===== src/rtl/match_ctrl.sv =====
// Match sequencer for a paddle game: serve delay, play, point hold, pause and win detection.
// All outputs come from flops; ball_enable and game_over decode the registered state.
module match_ctrl #(
  parameter int NUM_PLAYERS  = 2,
  parameter int SCORE_W      = 4,
  parameter int WIN_SCORE    = 10,
  parameter int WIN_BY_TWO   = 0,
  parameter int SERVE_FRAMES = 60,
  parameter int POINT_FRAMES = 30
) (
  input  logic                           clk,
  input  logic                           reset,
  input  logic                           start,
  input  logic                           pause,
  input  logic                           frame_tick,
  input  logic [NUM_PLAYERS-1:0]         score_pulse,
  output logic [NUM_PLAYERS*SCORE_W-1:0] scores,
  output logic                           round_reset,
  output logic                           ball_enable,
  output logic                           game_over,
  output logic [1:0]                     winner,
  output logic [2:0]                     state
);

  localparam int MAX_FRAMES = (SERVE_FRAMES > POINT_FRAMES) ? SERVE_FRAMES : POINT_FRAMES;
  localparam int CNT_W      = $clog2(MAX_FRAMES + 1);

  typedef enum logic [2:0] {
    IDLE   = 3'd0,
    SERVE  = 3'd1,
    PLAY   = 3'd2,
    POINT  = 3'd3,
    PAUSED = 3'd4,
    OVER   = 3'd5
  } state_t;

  state_t                         state_q, state_d;
  logic [CNT_W-1:0]               cnt_q, cnt_d;
  logic [NUM_PLAYERS*SCORE_W-1:0] scores_q, scores_d;
  logic                           round_reset_q, round_reset_d;
  logic [1:0]                     winner_q, winner_d;

  logic                           win_found;
  logic [1:0]                     win_idx;
  logic                           cand;
  int                             si;
  int                             pidx;
  logic [SCORE_W-1:0]             cur_score;

  // Scanning from the top down lets the lowest qualifying player overwrite the result.
  always_comb begin
    win_found = 1'b0;
    win_idx   = '0;
    cand      = 1'b0;
    si        = 0;
    for (int i = NUM_PLAYERS - 1; i >= 0; i--) begin
      si   = int'(scores_q[i*SCORE_W +: SCORE_W]);
      cand = (si >= WIN_SCORE);
      if (WIN_BY_TWO != 0) begin
        for (int j = 0; j < NUM_PLAYERS; j++) begin
          if (j != i && si < int'(scores_q[j*SCORE_W +: SCORE_W]) + 2) cand = 1'b0;
        end
      end
      if (cand) begin
        win_found = 1'b1;
        win_idx   = 2'(i);
      end
    end
  end

  always_comb begin
    pidx = 0;
    for (int i = NUM_PLAYERS - 1; i >= 0; i--) begin
      if (score_pulse[i]) pidx = i;
    end
    cur_score = scores_q[pidx*SCORE_W +: SCORE_W];
  end

  always_comb begin
    state_d       = state_q;
    cnt_d         = cnt_q;
    scores_d      = scores_q;
    round_reset_d = 1'b0;
    winner_d      = winner_q;
    case (state_q)
      IDLE, OVER: begin
        if (start) begin
          scores_d      = '0;
          round_reset_d = 1'b1;
          state_d       = SERVE;
        end
      end
      SERVE: begin
        if (frame_tick) begin
          if (cnt_q == CNT_W'(SERVE_FRAMES - 1)) state_d = PLAY;
          else                                   cnt_d   = cnt_q + 1'b1;
        end
      end
      PLAY: begin
        if (|score_pulse) begin
          if (!(&cur_score)) scores_d[pidx*SCORE_W +: SCORE_W] = cur_score + 1'b1;
          state_d = POINT;
        end else if (pause) begin
          state_d = PAUSED;
        end
      end
      POINT: begin
        if (frame_tick) begin
          if (cnt_q == CNT_W'(POINT_FRAMES - 1)) begin
            if (win_found) begin
              state_d  = OVER;
              winner_d = win_idx;
            end else begin
              state_d       = SERVE;
              round_reset_d = 1'b1;
            end
          end else begin
            cnt_d = cnt_q + 1'b1;
          end
        end
      end
      PAUSED: begin
        if (pause) state_d = PLAY;
      end
      default: state_d = IDLE;
    endcase
    // Every state entry restarts the frame count, so a tick in the transition cycle is dropped.
    if (state_d != state_q) cnt_d = '0;
  end

  always_ff @(posedge clk) begin
    if (reset) begin
      state_q       <= IDLE;
      cnt_q         <= '0;
      scores_q      <= '0;
      round_reset_q <= 1'b0;
      winner_q      <= '0;
    end else begin
      state_q       <= state_d;
      cnt_q         <= cnt_d;
      scores_q      <= scores_d;
      round_reset_q <= round_reset_d;
      winner_q      <= winner_d;
    end
  end

  assign scores      = scores_q;
  assign round_reset = round_reset_q;
  assign winner      = winner_q;
  assign state       = state_q;
  assign ball_enable = (state_q == PLAY);
  assign game_over   = (state_q == OVER);

endmodule


===== config.mk =====
export PLATFORM = sky130hd
export DESIGN_NAME = match_ctrl
export DESIGN_NICKNAME = d
export VERILOG_FILES = /design/src/rtl/match_ctrl.sv
export SDC_FILE = /design/constraint.sdc
export NUM_CORES = 1
export LEC_CHECK = 0
export CAP_MARGIN = 20
export CORE_AREA = 2 2 53 55
export DETAILED_ROUTE_END_ITERATION = 16
export DIE_AREA = 0 0 55 57
export GPL_TIMING_DRIVEN = 0
export PLACE_DENSITY = 0.76
export SETUP_SLACK_MARGIN = 0.3
export SLEW_MARGIN = 20
export SYNTH_ARGS = -nofsm -noshare
export SYNTH_HDL_FRONTEND = slang
export SYNTH_SLANG_ARGS = --single-unit

===== constraint.sdc =====
create_clock -name clk -period 2.95 [get_ports clk]
set_input_delay 0.59 -clock clk [delete_from_list [all_inputs] [get_ports clk]]
set_output_delay 0.59 -clock clk [all_outputs]
set_load 0.01 [all_outputs]

==> results of run 1 <==
## flip-flops by register name (all words and copies together), names as in the netlist
name	cells
cnt_q	6
state	3
round_reset	1
winner	1
scores	8
## path summary, 6_finish.rpt
kind	to	cells after the start
hold / removal	scores[1]$_SDFFE_PP0P_	2
hold reg to reg	scores[1]$_SDFFE_PP0P_	2
setup / recovery	scores[2]$_SDFFE_PP0P_	9
setup reg to reg	cnt_q[5]$_SDFFE_PP0P_	5
## final cells by class
cell class / instances / area share, %
plain buffers: 6 / 2.53
flip-flops and latches: 19 / 24.1
well taps: 31 / 2.45
multi-input cells: 118 / 54.1
inverters: 6 / 1.43
repair buffers: 22 / 13.7
clock buffers: 4 / 1.66
## worst min-delay path, cell delays in order (launching register included)
cell	delay [ns]
dfxtp_1	0.36
nand2_1	0.07
o32ai_1	0.06
## layer usage
layer | up-vias | share of wire [%]
met4 | 0 | 2.4
met2 | 55 | 54
met1 | 603 | 38
met3 | 10 | 5.8
li1 | 598 | -
met5 | - | 0
## power groups by stage
stage               clock network (W)   logic, W  registers, W
finish                       0.000141  0.0000705      0.000262
global route                 0.000152  0.0000776      0.000263
CTS                          0.000144  0.0000682      0.000262
detailed placement                  0  0.0000639      0.000268
global placement                    0  0.0000625      0.000268
floorplan                           0  0.0000392      0.000268
## cell usage after synthesis (3+ instances only)
| library cell | count | area share, % |
|---|---|---|
| dfxtp_1 | 19 | 31 |
| ha_1 | 3 | 3.0 |
| mux2i_1 | 3 | 2.4 |
| and2_1 | 4 | 2.0 |
| o32ai_1 | 5 | 3.5 |
| xnor2_1 | 3 | 2.1 |
| nor2_1 | 9 | 2.7 |
| a21oi_1 | 7 | 2.8 |
| o21ai_0 | 6 | 2.4 |
| inv_1 | 6 | 1.8 |
| xor2_1 | 3 | 2.1 |
| o2bb2ai_1 | 3 | 2.1 |
| and4b_1 | 3 | 2.4 |
| nand2_1 | 23 | 7.0 |
| nand3_1 | 4 | 1.6 |
| nor3_1 | 4 | 1.6 |
## through the flow
step / total power [W] / instance area (sq um) / hold slack, ns / util [%] / worst slack, ns
4_1_cts: 0.000475 / 1560 / 0.524 / 59.7 / 0.385
3_5_place_dp: 0.000332 / 1490 / 0.507 / 57.0 / -0.254
3_3_place_gp: 0.000330 / 1490 / 0.482 / 57.0 / -0.179
2_1_floorplan: 0.000308 / 1240 / 0.462 / - / 0.483
6_report: 0.000474 / 1580 / 0.529 / 60.4 / 0.424
5_1_grt: 0.000493 / 1580 / 0.543 / 60.4 / 0.336
## cell families (layout without fill, tap and decap cells)
logic type               count (synthesis)  count (layout)  share of synthesized area (%)
AO/OA/AOI/OAI                           41              41                           26.2
XOR/XNOR                                 6               6                           4.23
adder cells (fa/ha/maj)                  3               3                           3.02
buffers and inverters                   12              38                           5.04
flip-flops                              19              19                           30.6
multiplexers                             5               5                           4.23
other                                    1               1                          0.302
AND/OR/NAND/NOR                         62              62                           26.3
## repair_timing
action | in CTS | in global routing
hold buffers | 0 | 0
setup buffers | 1 | 0
setup endpoints to repair | 8 | 8
gates resized for setup | 8 | 5
pin swaps | 2 | 2
==> results.sh, run 1 <==
export IMPL_cp_start_kind="input port"
export IMPL_maxCapViolCount=0
export IMPL_final_common_cell="nand2_1"
export IMPL_synth_cells=149
export IMPL_vdd_drop_max_mv=0.224
export IMPL_hold_violations=0
export IMPL_reg2reg_slack_ns=0.87
export IMPL_post_route_period_util_pct=85.6
export IMPL_hp_class="flop to flop"
export IMPL_synth_seq_cells=19
export IMPL_grt_start_max_net_pins=11
export IMPL_outcome="finished, final reports clean"
export IMPL_swShare_pct=27.7
export IMPL_grtUsageMet1_pct=24.5
export IMPL_synth_distinct_cells=50
export IMPL_cts_buffers_inserted=3
export IMPL_crit_required_ns=3.19
export IMPL_power_density_mw_per_mm2=300
export IMPL_drtPass1Iterations=4
export IMPL_drive_gt1_share_pct=12.6
export IMPL_grt_busiest_layer="met2"
export IMPL_ant_nets=0
export IMPL_cp_slowest_cell="or3_4"
export IMPL_syn_to_final_growth_pct=27.3
export IMPL_via_per_inst=6.15
export IMPL_hpwl_mm=2.29
export IMPL_synthFlopType="dfxtp_1"
export IMPL_nets=186
export IMPL_end_kind="flop"
export IMPL_syn_area_sq_mm=0.00124
export IMPL_finalSetupViolCount=0
export IMPL_io_buffers=21
export IMPL_crit_buf_inv=2
export IMPL_fillers=245
export IMPL_groute_layer_met2_usage_pct=40.5
export IMPL_synth_seq_area_share_pct=30.6
export IMPL_p_sw_w=0.000131
export IMPL_async_flop_share_pct=0
export IMPL_gr_usage_met3_pct=5.50
export IMPL_pwr_share_clk_pct=29.8
export IMPL_clockBufferDepth=2
export IMPL_worst_slew_pin_slew_ns=0.691
export IMPL_fp_dieW_um=55
export IMPL_synth_edf_count=0
export IMPL_antenna_found_initial=0
export IMPL_num_rows=19
export IMPL_pwr_share_comb_pct=14.9
export IMPL_die_area_sq_mm=0.00314
export IMPL_crit_family="simple AND/OR/NAND/NOR gates"
export IMPL_fin_crit_ns=2.53
export IMPL_ioPinCount=23
export IMPL_wl_mm=3.20
export IMPL_critical_path_startpoint="score_pulse[1]"
export IMPL_slew_headroom_pct=53.7
export IMPL_ff_latch_area_sq_um=382
export IMPL_critPathKind="input port to flop"
export IMPL_fmax_mhz=396
export IMPL_avgSynthCellArea_sq_um=8.33
export IMPL_cp_arrival_ns=2.76
export IMPL_avgRoutedWirePerCell_um=15.5
export IMPL_htree_levels=1
export IMPL_gp_congestion=0.830
export IMPL_drc=0
export IMPL_core_sq_mm=0.00262
export IMPL_fin_tns_setup_ns=0
export IMPL_clk_latency_ns=0.31
export IMPL_finClkSkew_ns=0.0150
export IMPL_grt_ovfl_total=0
export IMPL_critPathMaxStageDelay_ns=0.37
export IMPL_dp_cells=201
export IMPL_layout_cells_non_filler=206
export IMPL_die_y_um=57
export IMPL_timing_rr_start="state[1]$_SDFF_PP0_"
export IMPL_grt_pass1_vias=1224
export IMPL_power_leakage_nw=0.573
export IMPL_diodes=0
export IMPL_grt_pass1_wl_mm=5.33
export IMPL_yosys_warnings=0
export IMPL_drtIter0Drc=46
export IMPL_grt_total_usage_pct=22.8
export IMPL_critical_path_max_fanout=8
export IMPL_cts_root_buf="clkbuf_4"
export IMPL_synthesis_nets=159
export IMPL_final_cell_mix="23 x nand2_1, 19 x clkdlybuf4s50_1, 18 x dfxtp_1"
export IMPL_rsz0062_at_grt="no"
export IMPL_multiInputGateArea_sq_um=855
export IMPL_start_util_pct=47.5
export IMPL_p_int_w=0.000342
export IMPL_cp_cell_sequence="dlygate4sd2_1, and2b_2, buf_6, mux2_4, ha_4, o32ai_4, nor2_4, or3_4, o32ai_2"
export IMPL_cts_tree="yes"
export IMPL_clkSinkCount=19
export IMPL_finalMaxSlewViolations=0
export IMPL_vias=1266
export IMPL_seq_power_share_pct=55.4
export IMPL_worstHoldStart="scores[1]$_SDFFE_PP0P_"
export IMPL_clkSlewWorstSetupHoldPaths_ns=0.12
Note: power is estimated with default switching activity, not from simulation.
==> run 2, diff against run 1 <==
- GPL_ROUTABILITY_DRIVEN: unset -> 0
==> results of run 2 <==
The final DEF is identical to that of run 1; final timing and power are the same.
==> run 3, diff against run 2 <==
- ABC_CLOCK_PERIOD_IN_PS: unset -> 2950
- CELL_PAD_IN_SITES_DETAIL_PLACEMENT: unset -> 2
- CELL_PAD_IN_SITES_GLOBAL_PLACEMENT: unset -> 2
- CORE_AREA: 2 2 53 55 -> 2 2 49 96
- DIE_AREA: 0 0 55 57 -> 0 0 51 98
- PLACE_DENSITY: 0.76 -> 0.77
==> run 3 against run 2 <==
  * Register-to-register slack worse by 0.13 ns
  * Setup slack lost 0.055 ns
  * Die area up 59%
  * Wire length increased by 39%
  * Critical path depth unchanged
  * Total power up 12%
==> results.sh, run 3 (synthesis gave the netlist of run 1 again) <==
export IMPL_antenna_found_initial=0
export IMPL_clockBufferDepth=2
export IMPL_rr_worst_depth=5
export IMPL_cts_root_buf="clkbuf_8"
export IMPL_ioPinCount=23
export IMPL_core_sq_mm=0.00430
export IMPL_holdPathStages=2
export IMPL_swShare_pct=27.9
export IMPL_maxCapViolCount=0
export IMPL_pwr_share_comb_pct=13.6
export IMPL_fin_crit_ns=2.58
export IMPL_cp_start_kind="input port"
export IMPL_hp_class="flop to flop"
export IMPL_final_cell_mix="23 x nand2_1, 19 x clkdlybuf4s50_1, 18 x dfxtp_1"
export IMPL_grtUsageMet1_pct=17.2
export IMPL_num_rows=34
export IMPL_ant_nets=0
export IMPL_die_y_um=98
export IMPL_htree_levels=1
export IMPL_slew_headroom_pct=48.9
export IMPL_grt_total_usage_pct=19.4
export IMPL_cts_tree="yes"
export IMPL_hold_violations=0
export IMPL_syn_to_final_growth_pct=30.3
export IMPL_layout_cells_non_filler=229
export IMPL_finalMaxSlewViolations=0
export IMPL_wl_mm=4.45
export IMPL_die_area_sq_mm=0.00500
export IMPL_grt_pass1_wl_mm=7.27
export IMPL_utilization_pct=37.7
export IMPL_groute_layer_met2_usage_pct=38.3
export IMPL_critical_path_max_fanout=8
export IMPL_final_common_cell="nand2_1"
export IMPL_nets=186
export IMPL_outcome="finished, final reports clean"
export IMPL_gr_usage_met3_pct=1.68
export IMPL_avgRoutedWirePerCell_um=19.4
export IMPL_end_kind="flop"
export IMPL_grt_start_max_net_pins=12
export IMPL_placed_cell_area_sq_mm=0.00152
export IMPL_vias=1284
export IMPL_fin_tns_setup_ns=0
export IMPL_cp_arrival_ns=2.76
export IMPL_critPathKind="input port to flop"
export IMPL_start_util_pct=28.9
export IMPL_crit_required_ns=3.13
export IMPL_worst_slew_pin_slew_ns=0.766
export IMPL_clkSinkCount=19
export IMPL_drive_gt1_share_pct=12.0
export IMPL_grt_busiest_layer="met2"
export IMPL_clkSlewWorstSetupHoldPaths_ns=0.08
export IMPL_power_density_mw_per_mm2=329
export IMPL_power_leakage_nw=0.582
export IMPL_pwr_share_clk_pct=37.1
export IMPL_grt_ovfl_total=0
export IMPL_vdd_drop_max_mv=0.264
export IMPL_rsz0062_at_grt="no"
export IMPL_hpwl_mm=3.61
export IMPL_via_per_inst=5.61
export IMPL_fp_dieW_um=51
export IMPL_io_buffers=21
export IMPL_diodes=0
export IMPL_fmax_mhz=387
export IMPL_finalSetupViolCount=0
export IMPL_drc=0
export IMPL_post_route_period_util_pct=87.5
export IMPL_grt_pass1_vias=1486
export IMPL_finClkSkew_ns=0.00404
export IMPL_drtIter0Drc=13
export IMPL_drtPass1Iterations=3
export IMPL_cts_buffers_inserted=3
export IMPL_dp_cells=224
export IMPL_seq_power_share_pct=49.2
export IMPL_largest_reg_flops=8
export IMPL_clk_latency_ns=0.27
export IMPL_p_int_w=0.000384
export IMPL_stdcell_area_sq_mm=0.00162
export IMPL_p_sw_w=0.000149
==> run 3: metrics by stage <==
stage	power (W)	hold WS, ns	worst slack [ns]
after global placement	0.000333	0.488	-0.209
final	0.000533	0.518	0.369
after floorplan	0.000308	0.462	0.483
after CTS	0.000536	0.531	0.287
after detailed placement	0.000338	0.522	-0.330
after global routing	0.000558	0.558	0.304
==> run 3: area by class of cell <==
class                   instances  area [sq um]
flip-flops and latches         19           382
plain buffers                   6          40.0
repair buffers                 22           216
well taps                      54          67.6
clock inverters                 1          5.00
multi-input cells             118           843
clock buffers                   3          41.3
fillers                       500          2680
inverters                       6          22.5
==> run 3: worst paths after layout <==
check	start	endpoint	slack (ns)
max	score_pulse[1]	scores[6]$_SDFFE_PP0P_	0.37
max reg2reg	state[1]$_SDFF_PP0_	cnt_q[5]$_SDFFE_PP0P_	0.74
min	cnt_q[5]$_SDFFE_PP0P_	cnt_q[5]$_SDFFE_PP0P_	0.52
min reg2reg	cnt_q[5]$_SDFFE_PP0P_	cnt_q[5]$_SDFFE_PP0P_	0.52
==> run 3: critical path, stage by stage <==
cell and delay, ns:
dlygate4sd2_1 0.27, and2b_2 0.21, buf_6 0.14, mux2_4 0.33, ha_4 0.18, o32ai_4 0.32
nor2_4 0.11, or3_4 0.38, o32ai_1 0.23
==> run 3: what timing repair did <==
action | 4_1_cts | 5_1_grt
resized for setup | 6 | 5
endpoints found under the setup margin | 8 | 6
buffers inserted | 1 | 0
hold buffers | 0 | 0
endpoints found under the hold margin | 0 | 0
pin swaps | 1 | 2
==> run 3: routing by layer <==
metal	vias up	routed length [um]
li1	597	-
met1	628	1400
met2	37	2680
met3	22	106
met4	0	267
met5	-	0
==> run 3: power groups by stage <==
stage          clock (W)  sequential [W]  combinational [W]
2_1_floorplan          0        0.000268          0.0000392
3_3_place_gp           0        0.000268          0.0000650
3_5_place_dp           0        0.000269          0.0000693
4_1_cts         0.000201        0.000262          0.0000721
5_1_grt         0.000215        0.000263          0.0000800
6_report        0.000198        0.000262          0.0000727
